<file path="src/rtl/meas_seq_ctrl.sv">
// Measurement scheduler: a period timer launches scans that run one start/done
// transaction per enabled channel. Defining MEAS_SEQ_OVERRUN_EN adds sticky overrun_o.
module meas_seq_ctrl #(
  parameter int NCH     = 4,
  parameter int DW      = 16,
  parameter int TIMEOUT = 255,
  localparam int CHW    = $clog2(NCH),
  localparam int TW     = $clog2(TIMEOUT + 1)
) (
  input  logic           clk,
  input  logic           reset_i,
  input  logic           en_i,
  input  logic [NCH-1:0] ch_en_i,
  input  logic [15:0]    period_i,
  output logic           meas_start_o,
  output logic [CHW-1:0] meas_ch_o,
  input  logic           meas_done_i,
  input  logic [DW-1:0]  meas_data_i,
  output logic           res_valid_o,
  output logic [CHW-1:0] res_ch_o,
  output logic [DW-1:0]  res_data_o,
  output logic           res_timeout_o,
`ifdef MEAS_SEQ_OVERRUN_EN
  output logic           overrun_o,
`endif
  output logic           busy_o
);

  typedef enum logic [2:0] {
    S_IDLE,
    S_WAIT_TICK,
    S_START,
    S_WAIT_DONE,
    S_EMIT
  } state_t;

  state_t         state_reg, state_next;
  logic [NCH-1:0] pend_reg, pend_next;
  logic [15:0]    cnt_reg, cnt_next;
  logic [TW-1:0]  timer_reg, timer_next;
  logic [CHW-1:0] meas_ch_reg, meas_ch_next;
  logic [CHW-1:0] res_ch_reg, res_ch_next;
  logic [DW-1:0]  res_data_reg, res_data_next;
  logic           res_timeout_reg, res_timeout_next;
`ifdef MEAS_SEQ_OVERRUN_EN
  logic           overrun_reg, overrun_next;
`endif

  logic           tick;
  logic           scan_busy;
  logic [NCH-1:0] scan_src;
  logic [NCH-1:0] first_oh;
  logic [CHW-1:0] first_idx;
  logic           first_found;

  assign tick      = en_i && (cnt_reg == 16'd0);
  assign scan_busy = (state_reg == S_START) || (state_reg == S_WAIT_DONE) ||
                     (state_reg == S_EMIT);

  // The channel picked on entry to START comes from the live mask at a tick,
  // or from the remaining pending mask when chaining out of EMIT.
  assign scan_src = (state_reg == S_WAIT_TICK) ? ch_en_i : pend_reg;

  always_comb begin
    first_oh    = '0;
    first_idx   = '0;
    first_found = 1'b0;
    for (int i = 0; i < NCH; i++) begin
      if (scan_src[i] && !first_found) begin
        first_found = 1'b1;
        first_oh[i] = 1'b1;
        first_idx   = CHW'(i);
      end
    end
  end

  always_comb begin
    state_next       = state_reg;
    pend_next        = pend_reg;
    cnt_next         = tick ? period_i : (cnt_reg - 16'd1);
    timer_next       = timer_reg;
    meas_ch_next     = meas_ch_reg;
    res_ch_next      = res_ch_reg;
    res_data_next    = res_data_reg;
    res_timeout_next = res_timeout_reg;
`ifdef MEAS_SEQ_OVERRUN_EN
    overrun_next     = overrun_reg | (tick & scan_busy);
`endif

    case (state_reg)
      S_IDLE: begin
        state_next = S_WAIT_TICK;
      end
      S_WAIT_TICK: begin
        if (tick) begin
          pend_next = ch_en_i;
          if (ch_en_i != '0) begin
            state_next   = S_START;
            meas_ch_next = first_idx;
            pend_next    = ch_en_i & ~first_oh;
          end
        end
      end
      S_START: begin
        state_next = S_WAIT_DONE;
        timer_next = '0;
      end
      S_WAIT_DONE: begin
        timer_next = timer_reg + TW'(1);
        // A done on the last allowed cycle still counts as a real answer.
        if (meas_done_i) begin
          state_next       = S_EMIT;
          res_ch_next      = meas_ch_reg;
          res_data_next    = meas_data_i;
          res_timeout_next = 1'b0;
        end else if (timer_reg == TW'(TIMEOUT - 1)) begin
          state_next       = S_EMIT;
          res_ch_next      = meas_ch_reg;
          res_data_next    = '0;
          res_timeout_next = 1'b1;
        end
      end
      S_EMIT: begin
        if (pend_reg != '0) begin
          state_next   = S_START;
          meas_ch_next = first_idx;
          pend_next    = pend_reg & ~first_oh;
        end else begin
          state_next = S_WAIT_TICK;
        end
      end
      default: begin
        state_next = S_IDLE;
      end
    endcase

    // Disabling behaves like a clear of everything on the next edge.
    if (!en_i) begin
      state_next       = S_IDLE;
      pend_next        = '0;
      cnt_next         = '0;
      timer_next       = '0;
      meas_ch_next     = '0;
      res_ch_next      = '0;
      res_data_next    = '0;
      res_timeout_next = 1'b0;
`ifdef MEAS_SEQ_OVERRUN_EN
      overrun_next     = 1'b0;
`endif
    end
  end

  always_ff @(posedge clk) begin
    if (reset_i) begin
      state_reg       <= S_IDLE;
      pend_reg        <= '0;
      cnt_reg         <= '0;
      timer_reg       <= '0;
      meas_ch_reg     <= '0;
      res_ch_reg      <= '0;
      res_data_reg    <= '0;
      res_timeout_reg <= 1'b0;
`ifdef MEAS_SEQ_OVERRUN_EN
      overrun_reg     <= 1'b0;
`endif
    end else begin
      state_reg       <= state_next;
      pend_reg        <= pend_next;
      cnt_reg         <= cnt_next;
      timer_reg       <= timer_next;
      meas_ch_reg     <= meas_ch_next;
      res_ch_reg      <= res_ch_next;
      res_data_reg    <= res_data_next;
      res_timeout_reg <= res_timeout_next;
`ifdef MEAS_SEQ_OVERRUN_EN
      overrun_reg     <= overrun_next;
`endif
    end
  end

  assign meas_start_o  = (state_reg == S_START);
  assign meas_ch_o     = meas_ch_reg;
  assign res_valid_o   = (state_reg == S_EMIT);
  assign res_ch_o      = res_ch_reg;
  assign res_data_o    = res_data_reg;
  assign res_timeout_o = res_timeout_reg;
  assign busy_o        = scan_busy;
`ifdef MEAS_SEQ_OVERRUN_EN
  assign overrun_o     = overrun_reg;
`endif

endmodule

</file>
<file path="config.mk">
export PLATFORM = sky130hd
export DESIGN_NAME = meas_seq_ctrl
export DESIGN_NICKNAME = d
export VERILOG_FILES = /design/src/rtl/meas_seq_ctrl.sv
export SDC_FILE = /design/constraint.sdc
export NUM_CORES = 1
export LEC_CHECK = 0
export CORE_MARGIN = 4
export CORE_UTILIZATION = 42
export DETAILED_ROUTE_END_ITERATION = 7
export PLACE_DENSITY = 0.73
export SLEW_MARGIN = 10
export SYNTH_ARGS = -nofsm -noshare
export SYNTH_HDL_FRONTEND = slang
export SYNTH_SLANG_ARGS = --single-unit
</file>
<file path="constraint.sdc">
create_clock -name clk -period 2.1 [get_ports clk]
set_input_delay 0.21 -clock clk [delete_from_list [all_inputs] [get_ports clk]]
set_output_delay 0.21 -clock clk [all_outputs]
set_load 0.02 [all_outputs]
</file>
==> summary.txt <==
Yosys
  • Compound-gate portion of the synthesized area: 25.5%
  • #FFs+latches synth: 52
  • Post-Synth Adder-Cell Area: 1.97%
  • Multiplexer share of the synthesized area: 0.787%
  • Post-synth top area cell: dfxtp_1
  • Top post-synthesis cells by area: dfxtp_1 41%, a22o_1 5.5%, a21oi_1 4.7%, nor3_1 3.5%, a211oi_1 3.5%
  • Mean area per synthesized cell: 8.53 um^2
  • Largest family of logic cells by synthesized area: compound AO/OA/AOI/OAI gates
  • Area share of the largest cell type after synthesis: 40.9%
  • EDFF count, synth: 0
  • Cells after Synth: roughly 300
  • Synth Net Count: roughly 340
  • XOR/XNOR share of the synthesized area: 3.10%
  • Synthesized area: 2540 um^2
  • Sequential area share after synthesis: 40.9%
  • Post-synthesis async set-or-reset flop share: 0%
  • Syn. warnings: 0
  • Synth Area in Simple Gates: approximately 23%
  • Main synth FF type: dfxtp_1
  • Distinct cells, synth: 48

Detailed routing
  • Drt wl/cell: 14.8 um
  • Antenna viol nets, final: 0
  • DRT Pass-1 Iters: 4
  • Iter 0 DRT Violations: 178
  • Via count: 2535
  • Total Wirelength: 6650 um
  • Residual DRC: 0
  • Via density: 5.63

Floorplanning
  • Die ar.: approximately 7400 um^2
  • Chip Width: 85.8 um
  • # IOs: 64
  • Rows: 28
  • Die height: 85.8 um
  • Starting density of the core: a little over two fifths
  • Core Area: 5890 um^2

Finish
  • Share of layout cells above drive strength 1: about an eighth
  • Area growth from synthesis to layout: 38.7%
  • Fin area: 3530 um^2
  • Cell Count, Final, Fillers Out: between 400 and 500
  • Most common cell after layout, fill and taps aside: clkdlybuf4s50_1
  • Number of diodes: 0
  • Most frequent cells in the layout: 62 x clkdlybuf4s50_1, 50 x dfxtp_1, 28 x buf_4
  • Nets: 418

Clocking
  • # H-tree levels: 2
  • Reg clk slew, reported paths: about 0.090 ns
  • Hold Buf Count CTS: 0
  • Clock Sinks: 52
  • Clk_lat worst skew: approximately 0.30 ns
  • Clock Path Buffers: 2
  • CTS tree: done
  • Num CTS Buffers: 5
  • Clock root buffer: clkbuf_8

Setup path
  • Critical Path End Type: flop
  • Critical path depth in cells: 5
  • Buf+Inv Stages, Crit Path: 1
  • Worst reg2reg path depth: 5
  • Crit path cell chain: or4_4 > or4_4 > buf_4 > a211o_2 > a31oi_1
  • Critical path's slowest cell: or4_4
  • Most common cell on crit path: or4_4
  • Max incr delay on CP: 0.56 ns
  • Top delay family on crit path: simple AND/OR/NAND/NOR gates
  • WP data required: ~2.3 ns
  • Crit path launch type: flop
  • Worst-path maximum fanout: 4
  • Worst path arrival time: 2.32 ns
  • Setup CP Type: reg2reg

STA
  • Setup TNS Final: 0 ns
  • # setup viols final: 0
  • Slew at the pin closest to its max-slew limit: 1.06 ns
  • Worst Skew: 0.00847 ns
  • Period utilization: 99.2%
  • Final worst path period need: 2.08 ns
  • Normalized max-slew margin: 29.0%
  • Final Hold Fails: 0
  • Fmax: 480 MHz
  • RSZ-0062 raised after global routing: true
  • Pins Over Slew Limit: 0

Global route
  • GRT Overall Usage: 18.7%
  • Largest net degree at the start of global routing: 27
  • Initial antenna violation count: 0
  • Total grt overflow: 0
  • First-pass GRT wire length: 11200 um
  • Vias in the first global route: between 2000 and 2500

Worst hold path
  • Min-delay worst type: reg2reg
  • Worst hold stages: 1

Placed design
  • # port buffers: 63
  • Hpwl dp: 4880 um
  • Routability cong.: 0.798
  • Placed Cells: 438
  • Placed Area: 3360 um^2

Power and ir drop
  • VDD IR-drop max: 0.557 mV
  • Leakage power: 1.27 nW
  • PD cells: 852 nW/um^2

Status
  • Status: completed

Flow run
  • Maxcap violations: 0
[power by group]
group / internal [mW] / switching [mW]
clock: 0.390 / 0.330
combinational: 0.529 / 0.619
sequential: 1.07 / 0.0690
[routing by layer]
metal	share of wire (%)	vias up	GRT usage [%]	wire length, um
li1	-	1274	-	-
met1	46	1184	24.7	3050
met2	48	69	31.1	3190
met3	5.3	8	2.69	354
met4	0.78	0	6.47	52
met5	0	-	0	0
[final timing paths]
check / start / end / slack, ns
max: cnt_reg[8] / cnt_reg[13] / 0.02
min: res_data_o[11] / res_data_o[11] / 0.48
max reg2reg: cnt_reg[8] / cnt_reg[13] / 0.02
min reg2reg: res_data_o[11] / res_data_o[11] / 0.48
[Yosys cell counts (2+ instances only)]
| master | number |
|---|---|
| a211oi_1 | 12 |
| a21oi_1 | 24 |
| a22o_1 | 16 |
| a22oi_1 | 2 |
| a311oi_1 | 4 |
| a31oi_1 | 2 |
| clkbuf_1 | 21 |
| dfxtp_1 | 52 |
| ha_1 | 4 |
| inv_1 | 8 |
| mux2i_1 | 2 |
| nand2_1 | 19 |
| nand2b_1 | 4 |
| nand3_1 | 7 |
| nand4_1 | 3 |
| nor2_1 | 15 |
| nor2b_1 | 3 |
| nor3_1 | 18 |
| nor3b_1 | 4 |
| nor4_1 | 10 |
| nor4b_1 | 2 |
| o21a_1 | 4 |
| o21ai_0 | 15 |
| o31ai_1 | 7 |
| or3_1 | 5 |
| or3b_2 | 2 |
| or4_1 | 4 |
| or4_4 | 2 |
| xnor2_1 | 8 |
[cells by family after synthesis]
family                     count (synthesis)
AOI/OAI and AO/OA                         95
xor gates and xnor gates                   9
adders and majority gates                  4
buffers and inverters                     30
DFF                                       52
muxes                                      2
and+or+nand+nor                          106
[what timing repair did]
item                                    in CTS  in global routing
gates cloned                                 0                  0
setup buffers                                1                  3
pin swaps                                    2                  2
endpoints found under the setup margin       1                  3
gates resized for setup                      2                  3
[stage by stage]
step           setup WS, ns  power (mW)  util (%)  hold WS [ns]
2_1_floorplan        0.0720        1.87         -         0.343
3_3_place_gp         0.0801        2.21      57.1         0.457
3_5_place_dp         0.0281        2.24      57.1         0.453
4_1_cts              0.0218        2.99      59.4         0.485
5_1_grt             -0.0161        3.20      59.9         0.481
6_report             0.0169        3.00      59.9         0.483
[area by class of cell]
| type | instances | area, um^2 |
|---|---|---|
| Timing Repair Buffer | 91 | 843 |
| Tap cell | 75 | 93.8 |
| Clock buffer | 6 | 82.6 |
| Multi-Input combinational cell | 216 | 1390 |
| Fill cell | 533 | 2360 |
| Clock inverter | 2 | 38.8 |
| Sequential cell | 52 | 1050 |
| Inverter | 8 | 30.0 |
[worst reg2reg max path, delay by kind of cell (launching register included)]
| kind | cells | cell delay, ns |
|---|---|---|
| and+or+nand+nor | 2 | 1.10 |
| AOI/OAI and AO/OA | 2 | 0.43 |
| DFF | 1 | 0.33 |
| buffers and inverters | 1 | 0.16 |
No activity file was read; power rests on OpenSTA's default activity.
